File: config.mk
export PLATFORM = sky130hd
export DESIGN_NAME = scan_sequencer_3b
export DESIGN_NICKNAME = d
export VERILOG_FILES = /design/src/rtl/scan_sequencer_3b_pkg.sv /design/src/rtl/scan_sequencer_3b_dwell_timer.sv /design/src/rtl/scan_sequencer_3b.sv
export SDC_FILE = /design/constraint.sdc
export NUM_CORES = 1
export LEC_CHECK = 0
export CAP_MARGIN = 20
export CORE_UTILIZATION = 45
export DETAILED_ROUTE_END_ITERATION = 16
export PLACE_DENSITY = 0.75
export SLEW_MARGIN = 20
export SYNTH_ARGS = -nofsm -noshare
export SYNTH_HDL_FRONTEND = slang
export SYNTH_SLANG_ARGS = --single-unit
File: constraint.sdc
create_clock -name clk -period 2.5 [get_ports clk]
set_clock_uncertainty 0.05 [all_clocks]
set_input_delay 0.5 -clock clk [delete_from_list [all_inputs] [get_ports clk]]
set_output_delay 0.5 -clock clk [all_outputs]
set_load 0.02 [all_outputs]
File: src/rtl/scan_sequencer_3b_pkg.sv
// scan_sequencer_3b_pkg: shared code widths and FSM state encoding
package scan_sequencer_3b_pkg;
   localparam int CODE_W    = 3;
   localparam int NUM_CODES = 8;
   typedef enum logic [1:0] {IDLE, RUN, SWEEP} state_t;
endpackage

File: src/rtl/scan_sequencer_3b_dwell_timer.sv
// scan_sequencer_3b_dwell_timer: dwell counter with terminal count at div_q
module scan_sequencer_3b_dwell_timer #(
   parameter int DIV_W = 8
) (
   input  logic             clk,
   input  logic             rst_n,
   input  logic             i_clr,
   input  logic             i_en,
   input  logic [DIV_W-1:0] i_div,
   output logic             o_tc
);
   logic [DIV_W-1:0] r_cnt;
   assign o_tc = r_cnt == i_div;
   always_ff @(posedge clk or negedge rst_n)
      if (!rst_n) r_cnt <= '0;
      else if (i_clr) r_cnt <= '0;
      else if (i_en) r_cnt <= o_tc ? '0 : r_cnt + 1'b1;
endmodule

File: src/rtl/scan_sequencer_3b.sv
// scan_sequencer_3b: registered 3-bit scan code generator with programmable dwell
module scan_sequencer_3b
   import scan_sequencer_3b_pkg::*;
#(
   parameter int DIV_W = 8
) (
   input  logic              clk,
   input  logic              rst_n,
   input  logic              mode,
   input  logic              start,
   input  logic              stop,
   input  logic              dir,
   input  logic              load,
   input  logic [CODE_W-1:0] load_val,
   input  logic [DIV_W-1:0]  div,
   output logic              A,
   output logic              B,
   output logic              C,
   output logic              busy,
   output logic              step,
   output logic              wrap,
   output logic              done
);
   state_t            r_state, w_state_nxt;
   logic [CODE_W-1:0] r_code, w_code_nxt;
   logic [2:0]        r_sweep, w_sweep_nxt;
   logic [DIV_W-1:0]  r_div, w_div_nxt;
   logic              r_dir, w_dir_nxt;
   logic              w_tc, w_busy, w_last, w_adv;

   assign w_busy = r_state != IDLE;
   assign w_last = r_state == SWEEP && r_sweep == 3'(NUM_CODES - 1);
   assign w_adv  = w_busy && w_tc && !stop && !w_last;
   assign {A, B, C} = r_code;
   assign busy = w_busy;

   // Timer is held clear whenever idle or aborting, so every start begins a fresh dwell
   scan_sequencer_3b_dwell_timer #(.DIV_W(DIV_W)) u_timer (
      .clk   (clk),
      .rst_n (rst_n),
      .i_clr (!w_busy || stop),
      .i_en  (w_busy),
      .i_div (r_div),
      .o_tc  (w_tc)
   );

   always_comb begin
      w_state_nxt = r_state;
      w_code_nxt  = r_code;
      w_sweep_nxt = r_sweep;
      w_div_nxt   = r_div;
      w_dir_nxt   = r_dir;
      step        = w_adv;
      wrap        = w_adv && r_code == (r_dir ? 3'd0 : 3'd7);
      done        = w_last && w_tc && !stop;
      if (r_state == IDLE) begin
         w_sweep_nxt = '0;
         if (load) w_code_nxt = load_val;
         if (start && !stop) begin
            w_state_nxt = mode ? SWEEP : RUN;
            w_dir_nxt   = dir;
            w_div_nxt   = div;
         end
      end else if (stop || done) w_state_nxt = IDLE;
      else if (w_adv) begin
         w_code_nxt  = r_dir ? r_code - 1'b1 : r_code + 1'b1;
         w_sweep_nxt = r_sweep + 1'b1;
      end
   end

   always_ff @(posedge clk or negedge rst_n)
      if (!rst_n) begin
         r_state <= IDLE;
         r_code  <= '0;
         r_sweep <= '0;
         r_div   <= '0;
         r_dir   <= 1'b0;
      end else begin
         r_state <= w_state_nxt;
         r_code  <= w_code_nxt;
         r_sweep <= w_sweep_nxt;
         r_div   <= w_div_nxt;
         r_dir   <= w_dir_nxt;
      end
endmodule

# Word level (Yosys, flattened, before mapping)
# Cells that the tools add are included.
# Widths: inputs -> output; s select.
[word_totals]
output_inout_bits = 7
input_bits = 18
ff_bits = 25
wordCells = 55
[classes]
addsub = 4
n_eq_ne = 7
n_reduce_logical = 22
n_mux = 16
[ops]
columns = ["cell", "count"]
rows = [
  ["$mux 3", 9],
  ["$mux 8", 3],
  ["$add 8x1->8 const B", 1],
  ["$eq 8x8->1", 1],
  ["$logic_and 1x1->1", 8],
  ["$mux 2", 4],
  ["$reduce_bool 2->1", 4],
  ["$add 3x1->3 const B", 2],
  ["$reduce_and 2->1", 3],
  ["$ne 2x2->1 const B", 2],
  ["$eq 3x3->1", 1],
  ["$eq 3x3->1 const B", 1],
  ["$logic_not 1->1", 3],
  ["$reduce_and 3->1", 1],
  ["$sub 3x1->3 const B", 1],
  ["$eq 2x2->1 const B", 1],
  ["$logic_not 2->1", 1],
  ["$logic_or 1x1->1", 2],
  ["$ne 2x1->1 const B", 1],
]

# Depth between registers and ports, before layout
# Gate-level depths: netlist (run 1).
[logic_depth]
depth_word = 7
depth_mapped = 7
ltp_nobuf = 7

# Modules after synthesis
# Synthesis (run 1) repeated with hierarchy kept, for this count alone.
[unflattened]
hier_cells = 132
hier_area_um2 = 1416.4
[modules_own_cells]
columns = ["mod", "area_each_um2", "cells_each", "n_inst", "seq_area_each_um2"]
rows = [
  ["scan_sequencer_3b", 888.4, 76, 1, 425.4],
  ["scan_sequencer_3b_dwell_timer", 528.0, 56, 1, 200.2],
]

# Least setup slack after synthesis (run 1)
# No wires, ideal clock.
[synth_timing]
path_type = "reg-to-output"
from = "reg u_timer.r_cnt[6]"
to = "out done"
t_required_ps = 1950
t_arrival_ps = 1714
stages_incl_launch_ff = 5
n_path_buf = 0
setup_slack_ps = 236
cell_sequence = "dfrtp_1 xor2_1 nor4_4 nand4_1 nor3b_1"
[synth_between]
elab_chain_len = 3
[synth_lines]
columns = ["element", "line", "rtl"]
rows = [
  ["start: declaration", "scan_sequencer_3b_dwell_timer.sv:12", "logic [DIV_W-1:0] r_cnt;"],
  ["start signal: assignment", "scan_sequencer_3b_dwell_timer.sv:17", "else if (i_en) r_cnt <= o_tc ? '0 : r_cnt + 1'b1;"],
  ["$eq 8x8->1", "scan_sequencer_3b_dwell_timer.sv:13", "assign o_tc = r_cnt == i_div;"],
  ["$logic_and 1x1->1 (2 in series)", "scan_sequencer_3b.sv:55", "done = w_last && w_tc && !stop;"],
  ["end: declaration", "scan_sequencer_3b.sv:22", "output logic done"],
]
# No other way between the ends.

# Worst setup path after layout (run 1)
# Same ends and word-level chain as after synthesis.

==> flow_summary.toml, run 1 <==
[route]
drt-wirelength-per-cell_um = 13.85
dr.first_iter.drc_count = 14
num_vias = 991
detail-route-antenna-nets = 0
wl_um = 2618
drc = 0
viasPerCell = 5.243
dr.pass1.iters = 4

[die]
rows = 19
die_h_um = 55.72
coreArea_sq_um = 2734
floorplan.die_area_sq_um = 3105
initial_core_util = 0.4751
die_w_um = 55.72
io_pins = 25

[clock_tree]
cts_tree = "built"
cts_setup_buffers = 0
cts_max_level = 1
cts_hold_buf = 0
cts_buffers = 3
path_clk_slew_ns = 0.13
ctsRootBufferMaster = "clkbuf_4"
numClockSinks = 25
cts_max_path_buffers = 2
clk_latency_ns = 0.31

[setup_path]
cp_max_fo = 2
critical_path_depth = 5
regToRegSetupSlack_ns = 0.69
critical_path_class = "flop to output port"
cp.required_ns = 1.95
startpoint = "u_timer.r_cnt[6]"
r2r_cells = 7
rr_endpoint = "r_code[1]"
startpoint_type = "flop"
cp_data_arrival_time_ns = 1.89
crit_family = "simple AND/OR/NAND/NOR gates"
crit_path_end_kind = "output port"
path_buf_inv = 1
max_stage_delay_ns = 0.42
path_cells = "xor2_1 -> nor4_4 -> nand4_1 -> nor3b_2 -> clkdlybuf4s15_2"
worst_path_max_delay_cell = "dfrtp_1"
r2r-start = "r_sweep[0]"
endpoint = "done"

[synthesis]
synth.avg_cell_area_sq_um = 11.10
yosys_most_used_dff = "dfrtp_1"
synth_top_area_frac = 0.4817
synthArstFlopShare = 1.000
ys_seq_elements = 25
synth_nets = 140
ys_types = 32
synth_area_sq_um = 1299
synth_largest_area_cell = "dfrtp_1"
yosysWarnings = 0
synth_area_leaders = "dfrtp_1 48%, mux2_2 6.9%, xor2_1 6.7%, ha_1 3.9%, nor2_1 3.5%"
syn_inst = 117
synth_seq_area_share = 0.4817
synth-edff-count = 0

[status]
status = "completed"

[pwr]
intPower_uw = 670.9
power.leakage_uw = 0.0007917
peakVddDrop_mv = 0.3927
p_sw_uw = 306.0
p_clk_frac = 0.180
p_sw_frac = 0.3133
p_per_area_nw_per_um2 = 572.4
sequentialPowerShare = 0.512
p_comb_frac = 0.308

[global_route]
gr-usage-met1 = 0.2185
grt_usage = 0.1868
grt_pass1_wl_um = 4450
grt_pass1_vias = 1050
antenna_found_initial = 0
grtUsageMet2 = 0.3270
met3_usage = 0.03488
busiest_layer = "met2"
grt_remaining_overflow = 0
grt_start_max_net_pins = 26

[sta]
finalCriticalPeriod_ns = 2.439
worst_pin_slew_ns = 0.3218
grt_setup_unrepaired = "yes"
timing.final.ws_setup_ns = 0.06136
slew_violations = 0
setup_violations = 0
whs_ns = 0.4768
relSlewSlack = 0.7855
timing.fmax_mhz = 410.1
post-route-period-util = 0.9755
finalHoldViolCount = 0

[final_layout]
final_common_cell = "dfrtp_1"
syn_to_final_growth_pct = 31.41
layout-drive-gt1-share = 0.2278
final_cell_mix = "25 x dfrtp_1, 21 x clkdlybuf4s50_1, 15 x buf_4"
diodes = 0
nNetsFinal = 182

[min_path]
min_path_type = "flop to flop"
holdCritStartpoint = "u_timer.r_cnt[0]"
hold_depth = 1

[placed_design]
pre_cts_ws_ns = -0.02427
numPortBuffers = 24
dp_hpwl_um = 1981
gp_congestion = 0.7835

[flow_run]
cap_violations = 0
Yosys cell counts (2+ instances only):
cell	instances
and3_1	4
dfrtp_1	25
ha_1	4
inv_1	9
mux2_2	8
mux2i_1	3
nand2_1	6
nand3_1	2
nand4_1	4
nor2_1	12
nor3_1	2
nor4_4	2
o21ai_0	3
o21ai_1	2
xnor2_1	5
xor2_1	10
routing by layer:
layer / vias to the layer above / part of all wire
met4: 0 / 0.018
met2: 25 / 0.50
met5: - / 0
met3: 6 / 0.044
li1: 483 / -
met1: 477 / 0.43
area by class of cell:
type                       instances  area [sq um]
fill                             241          1027
multi-input combinational         81         638.1
sequential                        25         625.6
timing repair buffer              38         339.1
inverter                          10         38.79
tap                               31         38.79
clock buffer                       4         26.28
registers in the layout, summed over array words and instances, names as in the netlist:
name,cells
r_code,3
r_dir,1
r_div,8
r_state,2
r_sweep,3
u_timer.r_cnt,8
repair_timing:
item | in CTS | in global routing
endpoints found under the setup margin | 3 | 3
pin swaps | 0 | 1
endpoints found under the hold margin | 0 | 0
resized for setup | 11 | 3
through the flow:
step           instance area (sq um)  utilization  setup TNS [ns]  total power (uW)  instances
2_1_floorplan                   1299            -               0             682.2        117
3_3_place_gp                    1678       0.6137        -0.03149             793.3        185
3_5_place_dp                    1678       0.6137        -0.02427             810.6        185
4_1_cts                         1704       0.6233               0             988.9        189
5_1_grt                         1707       0.6243        -0.05813              1040        189
6_report                        1707       0.6243               0             976.9        189
kinds of logic (layout without fill, tap and decap cells):
group / Yosys count / count (layout) / share of synthesized area
AND/OR/NAND/NOR: 36 / 36 / 0.1618
flip-flops: 25 / 25 / 0.4817
XOR/XNOR: 15 / 15 / 0.1012
AO/OA/AOI/OAI: 14 / 14 / 0.07515
multiplexers: 11 / 11 / 0.09249
buffers and inverters: 11 / 52 / 0.03371
adder cells (fa/ha/maj): 5 / 5 / 0.05395
power by group through the flow:
stage	registers [uW]	logic (uW)	clock network [uW]
after floorplan	512	170	0
after global placement	505	289	0
after detailed placement	508	302	0
after CTS	500	305	184
after global routing	508	330	203
final	500	301	176
worst min-delay path by stage:
stage                  endpoint  slack, ns
6_report       u_timer.r_cnt[0]       0.48
5_1_grt              r_state[0]       0.51
4_1_cts        u_timer.r_cnt[0]       0.48
3_5_place_dp   u_timer.r_cnt[0]       0.46
3_3_place_gp   u_timer.r_cnt[0]       0.45
2_1_floorplan         r_code[0]       0.15
No activity file was read; power rests on OpenSTA's default activity.
==> run 2: changes to the inputs <==
- CAP_MARGIN: 20 -> not set
- CORE_MARGIN: not set -> 2
==> run 2 against run 1 <==
Against the previous run:
- first-iteration DRC count grew 79%
- final cell count grew 1.6%
- highest routed layer unchanged
- routed wire length decreased by 4.9%
- via count grew 2.2%
- sequential power about the same
==> flow_summary.toml, run 2 (synthesis results as in run 1) <==
[setup_path]
cp.required_ns = 1.95
startpoint_type = "flop"
cp_data_arrival_time_ns = 1.87
crit_path_end_kind = "output port"
cp_max_fo = 5
path_cells = "ha_1 -> ha_1 -> nand2b_1 -> a21oi_2 -> buf_4 -> nand3_4 -> nor2_2 -> buf_4"
critical_path_class = "flop to output port"
worst_path_max_delay_cell = "dfrtp_1"
max_stage_delay_ns = 0.41

[route]
drc = 0
drt-wirelength-per-cell_um = 12.97
wl_um = 2490
num_vias = 1013
dr.first_iter.drc_count = 25
viasPerCell = 5.276
dr.pass1.iters = 4
detail-route-antenna-nets = 0

[global_route]
grt_pass1_wl_um = 4291
antenna_found_initial = 0
grt_start_max_net_pins = 26
grt_pass1_vias = 964
grt_usage = 0.1662
grt_remaining_overflow = 0

[final_layout]
fin_util = 0.6289
fillers = 245
final_cell_mix = "25 x dfrtp_1, 21 x clkdlybuf4s50_1, 19 x buf_4"
diodes = 0
final_common_cell = "dfrtp_1"
nNetsFinal = 185
syn_to_final_growth_pct = 33.53
top_regs = "r_div: 8 flops, u_timer.r_cnt: 8 flops"
layout-drive-gt1-share = 0.2484

[placed_design]
numPortBuffers = 24
gp_congestion = 0.8266
dp_hpwl_um = 1855

[clock_tree]
cts_max_path_buffers = 2
cts_max_level = 1
cts_buffers = 3
ctsRootBufferMaster = "clkbuf_4"
cts_hold_buf = 0
numClockSinks = 25
path_clk_slew_ns = 0.14
clk_latency_ns = 0.33
cts_tree = "built"

[status]
status = "completed"

[sta]
setup_violations = 0
worst_pin_slew_ns = 0.3153
finalHoldViolCount = 0
post-route-period-util = 0.9684
slew_violations = 0
finalCriticalPeriod_ns = 2.421
relSlewSlack = 0.7898
fin_tns_setup_ns = 0
timing.fmax_mhz = 413.0
grt_setup_unrepaired = "yes"

[min_path]
min_path_type = "primary input to asynchronous set/reset pin"

[die]
initial_core_util = 0.4710
floorplan.die_area_sq_um = 3332
io_pins = 25
die_w_um = 57.72
rows = 19
die_h_um = 57.72
coreArea_sq_um = 2758

[pwr]
p_per_area_nw_per_um2 = 572.2
power.leakage_uw = 0.0008087
peakVddDrop_mv = 0.6286

[flow_run]
cap_violations = 0
[run 2: critical path, delay by kind of cell (launching register included)]
kind,cells,cell delay (ns)
flops,1,0.41
fa+ha+maj,2,0.39
simple gates,3,0.34
buf+inv,2,0.29
compound gates,1,0.11
[run 2: path summary, 6_finish.rpt]
kind	from	to	slack, ns	cells past startpoint
worst min register to register	u_timer.r_cnt[0]	u_timer.r_cnt[0]	0.49	1
worst max-delay path	r_sweep[0]	wrap	0.08	8
max in group asynchronous	rst_n	r_dir	1.69	2
worst max register to register	r_sweep[0]	r_code[1]	0.65	8
min in group clk	u_timer.r_cnt[0]	u_timer.r_cnt[0]	0.49	1
worst min-delay path	rst_n	r_div[2]	0.47	2
[run 2: power breakdown]
group	internal (uW)	switching (uW)	total, uW
clock network	61.2	127	188
logic	158	147	305
registers	456	43.6	499
[run 2: area by class of cell]
cell class | instances | area, sq um | area share
Multi-Input combinational cell | 81 | 643.1 | 0.3709
Clock inverter | 1 | 7.507 | 0.004329
Sequential cell | 25 | 625.6 | 0.3608
Inverter | 10 | 38.79 | 0.02237
Clock buffer | 3 | 22.52 | 0.01299
Timing Repair Buffer | 41 | 357.8 | 0.2063
Tap cell | 31 | 38.79 | 0.02237
[run 2: metrics by stage]
stage | hold WS, ns | total power, uW | cells | area (sq um) | setup slack, ns
finish | 0.4688 | 992.2 | 192 | 1734 | 0.07892
global route | 0.4802 | 1051 | 192 | 1734 | -0.05117
CTS | 0.4745 | 995.8 | 189 | 1699 | 0.009496
detailed placement | 0.4276 | 806.7 | 184 | 1670 | -0.06845
global placement | 0.4185 | 792.7 | 184 | 1670 | -0.06687
floorplan | 0.1544 | 682.2 | 117 | 1299 | 0.2357
[run 2: timing repair]
action	4_1_cts	5_1_grt
setup buffers	1	3
pin swaps	0	1
setup endpoints to repair	3	3
gates resized for setup	12	6
[run 2: layer usage]
| metal | wire length, um | vias up | GRT usage |
|---|---|---|---|
| met1 | 1055 | 483 | 0.1971 |
| met4 | 34 | 0 | 0.03987 |
| met2 | 1240 | 27 | 0.2971 |
| met3 | 160 | 7 | 0.04688 |
| met5 | 0 | - | 0 |
| li1 | - | 496 | - |
==> edit 1 (config.mk and constraints of run 1) <==
`DIV_W` is set to 8 in 2 places; all go to 7.
--- a/src/rtl/scan_sequencer_3b_dwell_timer.sv
+++ b/src/rtl/scan_sequencer_3b_dwell_timer.sv
@@ -1,6 +1,6 @@
 // scan_sequencer_3b_dwell_timer: dwell counter with terminal count at div_q
 module scan_sequencer_3b_dwell_timer #(
-   parameter int DIV_W = 8
+   parameter int DIV_W = 7
 ) (
    input  logic             clk,
    input  logic             rst_n,
--- a/src/rtl/scan_sequencer_3b.sv
+++ b/src/rtl/scan_sequencer_3b.sv
@@ -2,7 +2,7 @@
 module scan_sequencer_3b
    import scan_sequencer_3b_pkg::*;
 #(
-   parameter int DIV_W = 8
+   parameter int DIV_W = 7
 ) (
    input  logic              clk,
    input  logic              rst_n,
Ports: changed (resized div); port bits go from 25 to 24. The function was not compared with the original's and may differ.
==> edit 1 against run 1 <==
Sequential power is 6.4% lower; design area fell by 0.22%; maximum frequency decreased by 1.0%; routed wire length shrank 11%; power down 3.1%; global-route usage fell by 1.0 points; first-iteration DRC count decreased by 36%; sequential cell count down 2; area after synthesis decreased by 3.4%; critical path type unchanged; worst setup slack got worse by 0.025 ns; core utilization grew 4.5 points; largest power group unchanged.
==> edit 1: results <==
{
  "outcome": "finished, final reports clean",
  "dp.cells": 174,
  "ys_seq_area_frac": 0.459,
  "synth_area_per_cell_um2": 11.6,
  "syn_nets": 130,
  "grt_first_pass_wirelength_um": 3660,
  "numPortBuffers": 23,
  "cts-root-buf": "clkbuf_4",
  "place_ws_ns": -0.250,
  "grt_pass1_vias": 854,
  "rr_endpoint": "r_sweep[1]",
  "grt_use_met1": 0.209,
  "hold_path_class": "in -> async",
  "gr-usage-all-layers": 0.176,
  "synthTopCellsByCount": "23 x dfrtp_1, 11 x nor2_1, 10 x inv_1",
  "ys.flop_type": "dfrtp_1",
  "slowest_delay_ns": 0.45,
  "first_iter_violations": 9,
  "dpl.hpwl_um": 1730,
  "crit_arrival_ns": 1.91,
  "worst_pin_slew_ns": 0.583,
  "worstPathMaxFanout": 5,
  "reg_top3": "r_div (7), u_timer.r_cnt (7)",
  "syn-cell-area_mm2": 0.00125,
  "post_dp_cell_area_mm2": 0.00162,
  "place_congestion": 0.746,
  "holdWs_ns": 0.472,
  "timing.rr.start": "r_sweep[1]",
  "drive_gt1_frac": 0.340,
  "synth.area.top_cells": "dfrtp_1 46%, xnor2_2 9.1%, mux2_2 6.3%",
  "grtUsageMet3": 0.0389,
  "clk_latency_ns": 0.32,
  "grt_max_degree": 24,
  "p_leak_nw": 0.771,
  "final_cells": 180,
  "vias": 912,
  "numCtsBuffers": 3,
  "irDropWorstVdd_v": 0.000488,
  "cp_slowest_cell": "or4_4",
  "grt_use_met2": 0.299,
  "clk_path_buf_depth": 2,
  "r2r_setup_slack_ns": 0.57,
  "finalWirelength_um": 2340
}
## edit 1: cell count changes in the layout (fill, tap and decap cells not counted), sizes merged, moves of 3 or more
cell and change:
buf +5, nand4 -3, nor2b +3, xnor2 +5
xor2 -7
## edit 1: timing repair
item                       CTS  global route
gates resized for setup     21             8
pin swaps                    2             7
setup endpoints to repair    3             3
buffers inserted             1             1
## edit 1: worst max-delay path by stage
stage,startpoint,to,slack [ns],cells after the start
floorplan,r_sweep[0],wrap,0.22,7
global placement,stop,wrap,-0.23,6
detailed placement,stop,wrap,-0.25,6
CTS,r_sweep[0],step,0.009,7
global route,u_timer.r_cnt[2],done,-0.04,5
finish,r_div[0],done,0.04,5
## edit 1: layout make-up
cell class              instances  area [µm²]
multi-input cells              73         671
clock buffers                   3        22.5
well taps                      30        37.5
clock inverters                 1        5.00
fillers                       217         842
inverters                      10        37.5
repair buffers                 40         354
flip-flops and latches         23         576
## edit 1: kinds of logic after synthesis
logic type | synth area share
fa+ha+maj | 0.0558
compound gates | 0.0698
simple gates | 0.130
xor+xnor | 0.133
mux | 0.111
buf+inv | 0.0429
flops | 0.459
## edit 1: power breakdown
group | switching (mW) | internal (mW) | total [mW]
Combinational | 0.135 | 0.165 | 0.301
Sequential | 0.0491 | 0.419 | 0.468
Clock | 0.118 | 0.0598 | 0.178
## edit 1: metal layers
| metal | part of all wire | vias up |
|---|---|---|
| li1 | - | 452 |
| met1 | 0.44 | 436 |
| met2 | 0.51 | 22 |
| met3 | 0.048 | 2 |
| met4 | 0.0047 | 0 |
| met5 | 0 | - |
==> edit 2 (settings of run 1) <==
Without the edit above. Register the output `B`, with the module's reset; this adds one clock of latency there. The other outputs are not delayed to match.
--- a/src/rtl/scan_sequencer_3b.sv
+++ b/src/rtl/scan_sequencer_3b.sv
@@ -21,6 +21,8 @@
    output logic              wrap,
    output logic              done
 );
+
+   logic B_d;
    state_t            r_state, w_state_nxt;
    logic [CODE_W-1:0] r_code, w_code_nxt;
    logic [2:0]        r_sweep, w_sweep_nxt;
@@ -31,7 +33,7 @@
    assign w_busy = r_state != IDLE;
    assign w_last = r_state == SWEEP && r_sweep == 3'(NUM_CODES - 1);
    assign w_adv  = w_busy && w_tc && !stop && !w_last;
-   assign {A, B, C} = r_code;
+   assign {A, B_d, C} = r_code;
    assign busy = w_busy;
 
    // Timer is held clear whenever idle or aborting, so every start begins a fresh dwell
@@ -82,5 +84,13 @@
          r_div   <= w_div_nxt;
          r_dir   <= w_dir_nxt;
       end
+   always_ff @(posedge clk or negedge rst_n) begin
+      if (!rst_n) begin
+         B <= '0;
+      end else begin
+         B <= B_d;
+      end
+   end
+
 endmodule
 
Check against the original RTL: not equivalent (Yosys sat finds a counterexample within 4 cycles, from zero or initial values and one cycle with rst_n low).
==> edit 2 against run 1 <==
Sequential cell count increased by 1; design area increased by 2.1%; worst setup slack improved by 0.028 ns; power increased by 5.2%; routed wire length decreased by 5.8%; sequential share of layout area increased by 0.70 points; cell count increased by 1.1%; core utilization increased by 0.19 points; area after synthesis increased by 2.4%; count of clock-buffer cells in the layout unchanged; largest cell class is now flip-flops and latches.
==> edit 2: results <==
{
  "dp.cells": 186,
  "viasPerCell": 5.16,
  "holdPathStages": 0,
  "synthTopCellsByCount": "26 x dfrtp_1, 13 x xor2_1, 11 x nor2_1",
  "worstPathMaxFanout": 3,
  "grt_pass1_vias": 979,
  "grt_first_pass_wirelength_um": 4170,
  "ys_types": 33,
  "synth_compound_area_frac": 0.0734,
  "multiInputGateArea_um2": 639,
  "finalWirelength_um": 2470,
  "post_drt_wl_per_cell_um": 12.9,
  "min_from": "r_code[1]",
  "r2r_setup_slack_ns": 0.67,
  "nFlopsAndLatches": 26,
  "gr-usage-all-layers": 0.169,
  "swShare": 0.302,
  "syn_nets": 141,
  "clock_area_frac": 0.0208,
  "outcome": "finished, final reports clean",
  "place_ws_ns": -0.0343,
  "relSlewSlack": 0.780,
  "irDropWorstVdd_v": 0.000365,
  "synth.area.top_cells": "dfrtp_1 49%, xor2_1 8.6%, mux2_2 6.8%",
  "ys_seq_area_frac": 0.489,
  "place_congestion": 0.823,
  "synth_fa_ha_area_frac": 0.0527,
  "p_leak_nw": 0.831
}
[edit 2: changes by cell type after synthesis]
cell and change:
xnor2_1 -3, and3_2 +1, nand2_1 -2, nor3_1 -1, xor2_1 +3, nand3_1 +3
nor2_1 -1, dfrtp_1 +1
[edit 2: per-layer routing]
metal  global-route usage  up-vias  wire length, µm
met5                    0        -                0
li1                     -      493                -
met4               0.0662        0               13
met1                0.209      475             1110
met3               0.0230        2               89
met2                0.298       15             1260
[edit 2: worst max-delay path by stage]
stage                                start  slack, ns  depth (start not counted)  endpoint
after detailed placement              stop      -0.03                          5      wrap
after floorplan           u_timer.r_cnt[6]       0.24                          4      done
final                           r_sweep[0]       0.09                          7      wrap
after global routing            r_sweep[0]      0.006                          7      wrap
after global placement                stop      -0.03                          5      wrap
after CTS                       r_sweep[0]      0.003                          7      step
[edit 2: metrics by stage]
| stage | hold slack (ns) | area (µm²) |
|---|---|---|
| after global routing | 0.440 | 1740 |
| after detailed placement | 0.386 | 1710 |
| after floorplan | 0.154 | 1330 |
| after global placement | 0.375 | 1710 |
| after CTS | 0.417 | 1750 |
| final | 0.418 | 1740 |
[edit 2: power groups by stage]
| stage | clock network (mW) | logic (mW) | registers [mW] |
|---|---|---|---|
| after floorplan | 0 | 0.171 | 0.533 |
| after global placement | 0 | 0.288 | 0.526 |
| after detailed placement | 0 | 0.297 | 0.528 |
| after CTS | 0.226 | 0.299 | 0.519 |
| after global routing | 0.232 | 0.325 | 0.526 |
| final | 0.213 | 0.296 | 0.518 |
[edit 2: worst max-delay path, stage by stage, from the launching register on]
cell and delay [ns]:
dfrtp_1 0.41, ha_1 0.20, ha_1 0.19, nand2b_1 0.16, a21oi_2 0.17, nand3_2 0.12
nor2_1 0.12, buf_2 0.17
